`src/rtl/debug_bkp_pkg.sv`:
```
// Shared encodings for the debug register / breakpoint block.
// The optional single-step feature is controlled by DEBUG_SINGLE_STEP_EN (see debug_bkp_regs).
package debug_bkp_pkg;

  typedef enum logic [1:0] {
    ST_RUN      = 2'd0,
    ST_BREAK    = 2'd1,
    ST_HALTED   = 2'd2,
    ST_STEPOVER = 2'd3
  } dbg_state_e;

  localparam logic [2:0] BKP_IDX_STEP      = 3'd7;
  localparam int         ADDR_STEP_DEFAULT = 2;
  localparam int         NUM_BKP_DEFAULT   = 4;

endpackage

```
`src/rtl/debug_bkp_match.sv`:
```
// Combinational breakpoint comparator: reports whether any valid slot equals
// the PC and the lowest matching slot index.
module debug_bkp_match
  import debug_bkp_pkg::*;
#(
  parameter int NUM_BKP = NUM_BKP_DEFAULT
) (
  input  logic [15:0]        slot [NUM_BKP],
  input  logic [NUM_BKP-1:0] valid,
  input  logic [15:0]        pc,
  output logic               hit,
  output logic [2:0]         idx
);

  // Scan from the top down so the lowest matching index is the one left standing.
  always_comb begin
    hit = 1'b0;
    idx = '0;
    for (int i = NUM_BKP - 1; i >= 0; i--) begin
      if (valid[i] && (slot[i] == pc)) begin
        hit = 1'b1;
        idx = 3'(i);
      end
    end
  end

endmodule

```
`src/rtl/debug_bkp_regs.sv`:
```
// Debug-port address/argument/data registers, breakpoint table and the
// break/halt/resume handshake. Define DEBUG_SINGLE_STEP_EN to add the STEP input.
//
//   state     | meaning
//   ----------+----------------------------------------------------------
//   RUN       | CPU running, breakpoints armed
//   BREAK     | BREAK_REQ high, waiting for CPU_HALTED
//   HALTED    | CPU stopped, waiting for RESUME (or STEP)
//   STEPOVER  | next fetch is exempt from matching, then back to RUN
module debug_bkp_regs
  import debug_bkp_pkg::*;
#(
  parameter int NUM_BKP   = NUM_BKP_DEFAULT,
  parameter int ADDR_STEP = ADDR_STEP_DEFAULT
) (
  input  logic        CLK,
  input  logic        RESET,
`ifdef DEBUG_SINGLE_STEP_EN
  input  logic        STEP,
`endif
  input  logic        DEBUG_ADDR_INC_EN,
  input  logic        DEBUG_LD_DATA_EN,
  input  logic        DEBUG_LD_ARG_EN,
  input  logic        DEBUG_LD_BKP_EN,
  input  logic        BKP_CLR,
  input  logic [15:0] HOST_ARG_IN,
  input  logic [15:0] MEM_DATA_IN,
  input  logic        CPU_FETCH,
  input  logic [15:0] CPU_PC,
  input  logic        CPU_HALTED,
  input  logic        RESUME,
  output logic [15:0] DBG_ADDR,
  output logic [15:0] DBG_ARG,
  output logic [15:0] DBG_DATA,
  output logic        BREAK_REQ,
  output logic [2:0]  BKP_HIT_IDX,
  output logic [1:0]  DBG_STATE
);

  logic [15:0]        slot [NUM_BKP];
  logic [NUM_BKP-1:0] valid;
  logic [2:0]         bkp_ptr;
  logic               match_hit;
  logic [2:0]         match_idx;
  dbg_state_e         state, state_nxt;
  logic [2:0]         hit_idx_nxt;
  logic               step_pend, step_pend_nxt;
  logic               step_req;

`ifdef DEBUG_SINGLE_STEP_EN
  assign step_req = STEP;
`else
  assign step_req = 1'b0;
`endif

  always_ff @(posedge CLK or posedge RESET) begin
    if (RESET) begin
      DBG_ADDR <= '0;
      DBG_ARG  <= '0;
      DBG_DATA <= '0;
    end else begin
      if (DEBUG_LD_ARG_EN) begin
        DBG_ARG  <= HOST_ARG_IN;
        DBG_ADDR <= HOST_ARG_IN;
      end else if (DEBUG_ADDR_INC_EN) begin
        DBG_ADDR <= DBG_ADDR + 16'(ADDR_STEP);
      end
      if (DEBUG_LD_DATA_EN)
        DBG_DATA <= MEM_DATA_IN;
    end
  end

  // Slot select by compare loop keeps the pointer width independent of NUM_BKP.
  always_ff @(posedge CLK or posedge RESET) begin
    if (RESET) begin
      valid   <= '0;
      bkp_ptr <= '0;
      for (int i = 0; i < NUM_BKP; i++)
        slot[i] <= '0;
    end else if (BKP_CLR) begin
      valid   <= '0;
      bkp_ptr <= '0;
    end else if (DEBUG_LD_BKP_EN) begin
      for (int i = 0; i < NUM_BKP; i++) begin
        if (bkp_ptr == 3'(i)) begin
          slot[i]  <= DBG_ARG;
          valid[i] <= 1'b1;
        end
      end
      bkp_ptr <= (bkp_ptr == 3'(NUM_BKP - 1)) ? 3'd0 : bkp_ptr + 3'd1;
    end
  end

  debug_bkp_match #(.NUM_BKP(NUM_BKP)) u_match (
    .slot  (slot),
    .valid (valid),
    .pc    (CPU_PC),
    .hit   (match_hit),
    .idx   (match_idx)
  );

  always_comb begin
    state_nxt     = state;
    hit_idx_nxt   = BKP_HIT_IDX;
    step_pend_nxt = step_pend;
    case (state)
      ST_RUN: begin
        if (CPU_FETCH && step_pend) begin
          state_nxt     = ST_BREAK;
          hit_idx_nxt   = BKP_IDX_STEP;
          step_pend_nxt = 1'b0;
        end else if (CPU_FETCH && match_hit) begin
          state_nxt   = ST_BREAK;
          hit_idx_nxt = match_idx;
        end
      end
      ST_BREAK: begin
        if (CPU_HALTED)
          state_nxt = ST_HALTED;
      end
      ST_HALTED: begin
        if (RESUME) begin
          state_nxt     = ST_STEPOVER;
          step_pend_nxt = 1'b0;
        end else if (step_req) begin
          state_nxt     = ST_STEPOVER;
          step_pend_nxt = 1'b1;
        end
      end
      ST_STEPOVER: begin
        // A pending single step survives this exempt fetch and fires on the next one.
        if (CPU_FETCH)
          state_nxt = ST_RUN;
      end
      default: state_nxt = ST_RUN;
    endcase
  end

  always_ff @(posedge CLK or posedge RESET) begin
    if (RESET) begin
      state       <= ST_RUN;
      BKP_HIT_IDX <= '0;
      step_pend   <= 1'b0;
    end else begin
      state       <= state_nxt;
      BKP_HIT_IDX <= hit_idx_nxt;
      step_pend   <= step_pend_nxt;
    end
  end

  assign BREAK_REQ = (state == ST_BREAK);
  assign DBG_STATE = state;

endmodule

```
`config.mk`:
```
export PLATFORM = sky130hd
export DESIGN_NAME = debug_bkp_regs
export DESIGN_NICKNAME = d
export VERILOG_FILES = /design/src/rtl/debug_bkp_pkg.sv /design/src/rtl/debug_bkp_match.sv /design/src/rtl/debug_bkp_regs.sv
export SDC_FILE = /design/constraint.sdc
export NUM_CORES = 1
export LEC_CHECK = 0
export CAP_MARGIN = 20
export CORE_ASPECT_RATIO = 0.9
export CORE_MARGIN = 8
export CORE_UTILIZATION = 35
export CTS_CLUSTER_SIZE = 30
export DETAILED_ROUTE_END_ITERATION = 10
export SETUP_SLACK_MARGIN = 0.15
export SLEW_MARGIN = 15
export SYNTH_ARGS = -nofsm -noshare
export SYNTH_HDL_FRONTEND = slang
export SYNTH_SLANG_ARGS = --single-unit
export TNS_END_PERCENT = 50
```
`constraint.sdc`:
```
create_clock -name CLK -period 4.46 [get_ports CLK]
set_clock_uncertainty 0.1 [all_clocks]
set_input_delay 0.892 -clock CLK [delete_from_list [all_inputs] [get_ports CLK]]
set_output_delay 0.892 -clock CLK [all_outputs]
set_load 0.05 [all_outputs]
```
* After elaboration in Yosys (flattened, before gate mapping)
Cells that the tools add are included.
Word-level totals: word-level logic and storage cells 90, bits of input ports 58, register bits after elaboration 125, output and inout port bits 54, memories kept 0, memory bits (read-only) 0, RAM bits 0, latch bits 0
Cells by class: divide/modulo/power cells 0, shifts and indexed selects 0, bitwise logic cells 1, multiply operators 0, reduce and logical (&&, ||, !) cells 27, add/sub/neg operators 2, eq/ne operators 15, magnitude comparators 0, multiplexer cells 30
Operators with widths (count):
- 16-bit == test | 4
- 16-bit 2-to-1 mux | 2
- 2-bit 2-to-1 mux | 9
- 16-bit by 2-bit adder with 16-bit output, second input constant | 1
- 2-bit nonzero test | 8
- 3-bit 2-to-1 mux | 5
- 3-bit AND reduction | 5
- 1-bit 2-to-1 mux | 10
- 2-bit AND reduction | 5
- 4-bit 2-to-1 mux | 2
- 2-bit inequality test, second input constant | 4
- 2-bit one-hot mux with 4 select lines | 1
- 3-bit by 2-bit == test with 1-bit output, second input constant | 2
- 1-bit logical AND | 6
- 2-bit == test, second input constant | 2
- 4-bit AND reduction | 1
- 3-bit by 1-bit adder with 3-bit output, second input constant | 1
- 3-bit by 1-bit == test with 1-bit output, second input constant | 1
- 3-bit logical NOT | 1
- 3-bit inequality test, second input constant | 1
- 2-bit by 1-bit == test with 1-bit output, second input constant | 1
- 2-bit logical NOT | 1
- 1-bit one-hot mux with 2 select lines | 1
- 1-bit inverter | 1

* Longest topological paths before layout
depth after elaboration 10, gate-level depth with buffers 8, gate-level depth less buffers 8

* Modules after synthesis
Synthesis repeated with hierarchy kept, for this count alone.
Second synthesis, totals: cells, all modules 482, area total of the unflattened synthesis 5972.0 um^2
Modules (own cells, without submodules):
- debug_bkp_regs | seq. area each 3103.0 um^2, area each 5173.7 um^2, times used 1, cells an instance 385
- debug_bkp_match | seq. area each 0.0 um^2, area each 798.3 um^2, times used 1, cells an instance 97

* Worst setup path after synthesis
Ideal clock, no wire load.
path type input to register, start point input port CPU_PC[0], end point register state[0], in the netlist DBG_STATE[0], setup time 125 ps, arrival time 2314 ps, required time 4235 ps, buffers on the path 0, slack 1921 ps, stages 6, cells stage by stage xor2_1 > nor4_1 > nand2_1 > or4_4 > nand4_2 > mux2_4
Between the ends: cells in the longest elaborated chain, start to end 9, elaborated cells on any way between the ends 15, classes of those cells eq/ne: 5; mux: 4; reduce/logical: 6
RTL lines:
- start: declaration | line debug_bkp_regs.sv:29 | input logic [15:0] CPU_PC,
- 16-bit == test | line debug_bkp_match.sv:20 | if (valid[i] && (slot[i] == pc)) begin
- 1-bit logical AND | line debug_bkp_match.sv:20
- 1-bit 2-to-1 mux (3 in series) | line debug_bkp_match.sv:20
- 1-bit 2-to-1 mux (*) | line debug_bkp_match.sv:20
- 1-bit logical AND (*) | line debug_bkp_regs.sv:112 | end else if (CPU_FETCH && match_hit) begin
- 3-bit inequality test (no line) (*)
- 4-bit AND reduction (no line) (*)
- end signal: assignment | line debug_bkp_regs.sv:145 | state <= state_nxt;
- end: declaration | line debug_bkp_regs.sv:45 | dbg_state_e state, state_nxt;
Every way passes the cells marked *; elsewhere a longest branch is shown, timed or not. A chain may end at the register's enable or synchronous reset.

* Final worst setup path
start point input port CPU_PC[4], end point register state[0], in the netlist DBG_STATE[0]
Same word-level chain as after synthesis.

==> results.md <==
* P_sw at 0.00118 W
* Die span in x at 151 microns
* Switching share of power at 0.307
* Worst Max-Slew Pin Slew at 695 ps
* P_leak at 3.44 nW
* Post-Synthesis Cells at 474
* P_int at 0.00267 W
* Async SR Flop Fraction at 1.00
* P per Cell Area at 498 nW/um^2
* Net count, final at 662
* Final hold vios at 0
* FP Rows at 44
* Sequential share of power at 0.385
* Worst-path clk slew at 60 ps
* Post-Syn Area at 5770 sq um
* EDFF count, synth at 0
* # Post-CTS Setup Buffers at 0
* Die area at 20800 sq um
* Drt total wl at 14100 microns
* Initial Utilization at 0.357
* Fill count at 1443
* Maxcap violations at 0
* Core ar. at 16100 sq um
* Number of global-route vias before repair at 4269
* F_max at 0.334 GHz
* Sequence of cells on the critical path: clkdlybuf4s50_1 -> xor2_1 -> nor4_1 -> nand2_1 -> or4_4 -> nand4_2 -> mux2_4
* Combinational share of power at 0.242
* DR DRC count at 0
* Clock root buffer: clkbuf_16
* Final setup fails at 0
* Clock sink count at 123
* Post-route ant nets at 0
* CP Data Arrival Time at 3190 ps
* # resized after CTS at 0
* Proportion of power drawn by the clock network at 0.373
* Share of layout cells above drive strength 1 at 0.176
* Initial antenna violation count at 0
* Outcome: completed
* CP Max Fanout at 4
* Min-Delay Path Class: register to register
* CTS tree: done
* Critical path class: input port to register
* N_diodes at 0
* Syn Nets at 542
* Slowest-stage cell, CP: or4_4
* Critical path startpoint category: input port
* Seq cells post-synth at 123
* Share of the yosys chip area belonging to registers at 0.534
* First-pass GRT wire length at 23200 microns
* Yosys cell types at 41
* WL per Instance at 17.3 microns
* Detailed Route Iter0 Violations at 121
* Crit end category: register
* HPWL Detailed at 10400 microns
* Fin crit share at 0.672
* Slew Limit Fails at 0
* TNS Setup at 0 ps
* Gpl congestion at 0.828
* Most frequently used flop master after synthesis: dfrtp_1
* Die Ht at 138 microns
* Clk_lat worst skew at 410 ps
* Required @ worst endpoint at 4660 ps
* TritonCTS Buffers at 17
* Area Growth Syn to Fin at 34.3%
* Ys Warns at 0
* Worst-case clock buffer depth at 2
* Hold_ws at 373 ps
* Slowest stage delay, CP at 550 ps
* Min Tclk post-route at 3000 ps
* Worst VDD drop at 322 uV
* Initial DRT Pass Iterations at 4
* GRT Total Usage at 0.146
* H-tree levels at 4
* Slew HR at 0.535
* I/O Buffers at 110
* Routed vias/inst at 4.76
* Syn Area/Cell at 12.2 sq um
* RSZ-0062 raised after global routing: no
* Largest net degree at the start of global routing at 59
* Via count at 3871
* Grt total ovfl at 0
* CTS Hold Bufs at 0
* # IOs at 112
per-stage QoR:
stage,util,instances,setup WS [ps],area (sq um),power (W)
after global routing,0.480,814,1380,7740,0.00405
after global placement,0.441,782,1060,7120,0.00242
after detailed placement,0.441,782,1020,7120,0.00245
after CTS,0.480,814,1450,7740,0.00391
final,0.480,814,1460,7740,0.00386
after floorplan,-,474,197,5770,0.00212
power by group through the flow:
stage / Clock [W] / Combinational [W] / Sequential (W)
floorplan: 0 / 0.000476 / 0.00164
global placement: 0 / 0.000932 / 0.00149
detailed placement: 0 / 0.000944 / 0.00150
CTS: 0.00147 / 0.000949 / 0.00148
global route: 0.00152 / 0.00101 / 0.00151
finish: 0.00144 / 0.000933 / 0.00148
cells by family after synthesis:
family | synth area share
xor gates and xnor gates | 0.118
AOI/OAI and AO/OA | 0.0469
buffers and inverters | 0.0295
adders and majority gates | 0.0217
muxes | 0.168
other | 0.000650
and+or+nand+nor | 0.0812
DFF | 0.534
registers in the layout (all words and copies together), names as in the netlist:
name	flops
BKP_HIT_IDX	2
DBG_ADDR	16
DBG_ARG	16
DBG_DATA	16
DBG_STATE	2
bkp_ptr	3
slot	64
valid	4
placed cells by master, fill, tap and decap left out, types with 4 or more instances in the layout:
cell type	count
o21ai_0	24
o21ai_1	8
ha_1	10
clkdlybuf4s50_1	110
dfrtp_1	123
clkbuf_16	17
buf_4	8
mux2_1	23
inv_1	25
a21o_1	4
nor4_1	9
nand4_1	8
mux2i_1	4
a21oi_1	6
and2_1	4
xor2_1	51
nand2_1	31
nor2_1	9
nand3_1	6
xnor2_1	27
mux2_2	58
synthesized netlist by cell type, types with 2 or more instances:
| master | count | share of area |
|---|---|---|
| nand2b_1 | 2 | 0.0022 |
| mux2_1 | 23 | 0.045 |
| inv_1 | 26 | 0.017 |
| nand2_1 | 31 | 0.020 |
| nand4_2 | 3 | 0.0065 |
| nor2_1 | 9 | 0.0059 |
| a21o_1 | 4 | 0.0052 |
| and2_1 | 4 | 0.0043 |
| nor4_2 | 2 | 0.0043 |
| clkbuf_1 | 11 | 0.0072 |
| and3_1 | 2 | 0.0022 |
| nor4_1 | 9 | 0.0098 |
| nand4_1 | 8 | 0.0087 |
| o21ai_1 | 8 | 0.0069 |
| buf_2 | 4 | 0.0035 |
| xnor2_1 | 27 | 0.041 |
| mux2_2 | 58 | 0.11 |
| nor3_1 | 3 | 0.0026 |
| xor2_1 | 51 | 0.077 |
| dfrtp_1 | 123 | 0.53 |
| ha_1 | 10 | 0.022 |
| nand3_1 | 6 | 0.0052 |
| o21ai_0 | 24 | 0.021 |
| mux2i_1 | 4 | 0.0069 |
| a21oi_1 | 6 | 0.0052 |
per-layer routing:
metal	share of wire	vias up	GRT usage
met5	0	-	0
met4	0.011	0	0.0445
met3	0.070	11	0.0565
met2	0.44	106	0.217
met1	0.48	1896	0.194
li1	-	1858	-
final timing paths:
| path | startpoint | end | slack (ps) | cells after the start |
|---|---|---|---|---|
| max | CPU_PC[4] | DBG_STATE[0] | 1460 | 7 |
| min | valid[2] | valid[2] | 370 | 1 |
| max reg2reg | slot[20] | DBG_STATE[0] | 2140 | 6 |
| min reg2reg | valid[2] | valid[2] | 370 | 1 |
| max in group asynchronous | RESET | slot[16] | 2590 | 3 |
| min in group asynchronous | RESET | DBG_DATA[6] | 850 | 2 |
area by class of cell:
cell class                 count  area [sq um]  area share
clock buffer                  20           467      0.0603
timing repair buffer         118          1160       0.150
sequential                   123          3080       0.397
inverter                      26           100      0.0129
multi-input combinational    308          2520       0.325
clock inverter                12           161      0.0208
tap                          207           259      0.0334
critical path, delay by kind of cell:
| kind | cells | cell delay, ps |
|---|---|---|
| buffers and inverters | 1 | 520 |
| AND/OR/NAND/NOR | 4 | 1280 |
| multiplexers | 1 | 300 |
| XOR/XNOR | 1 | 210 |
(Power assumes the default switching activity.)
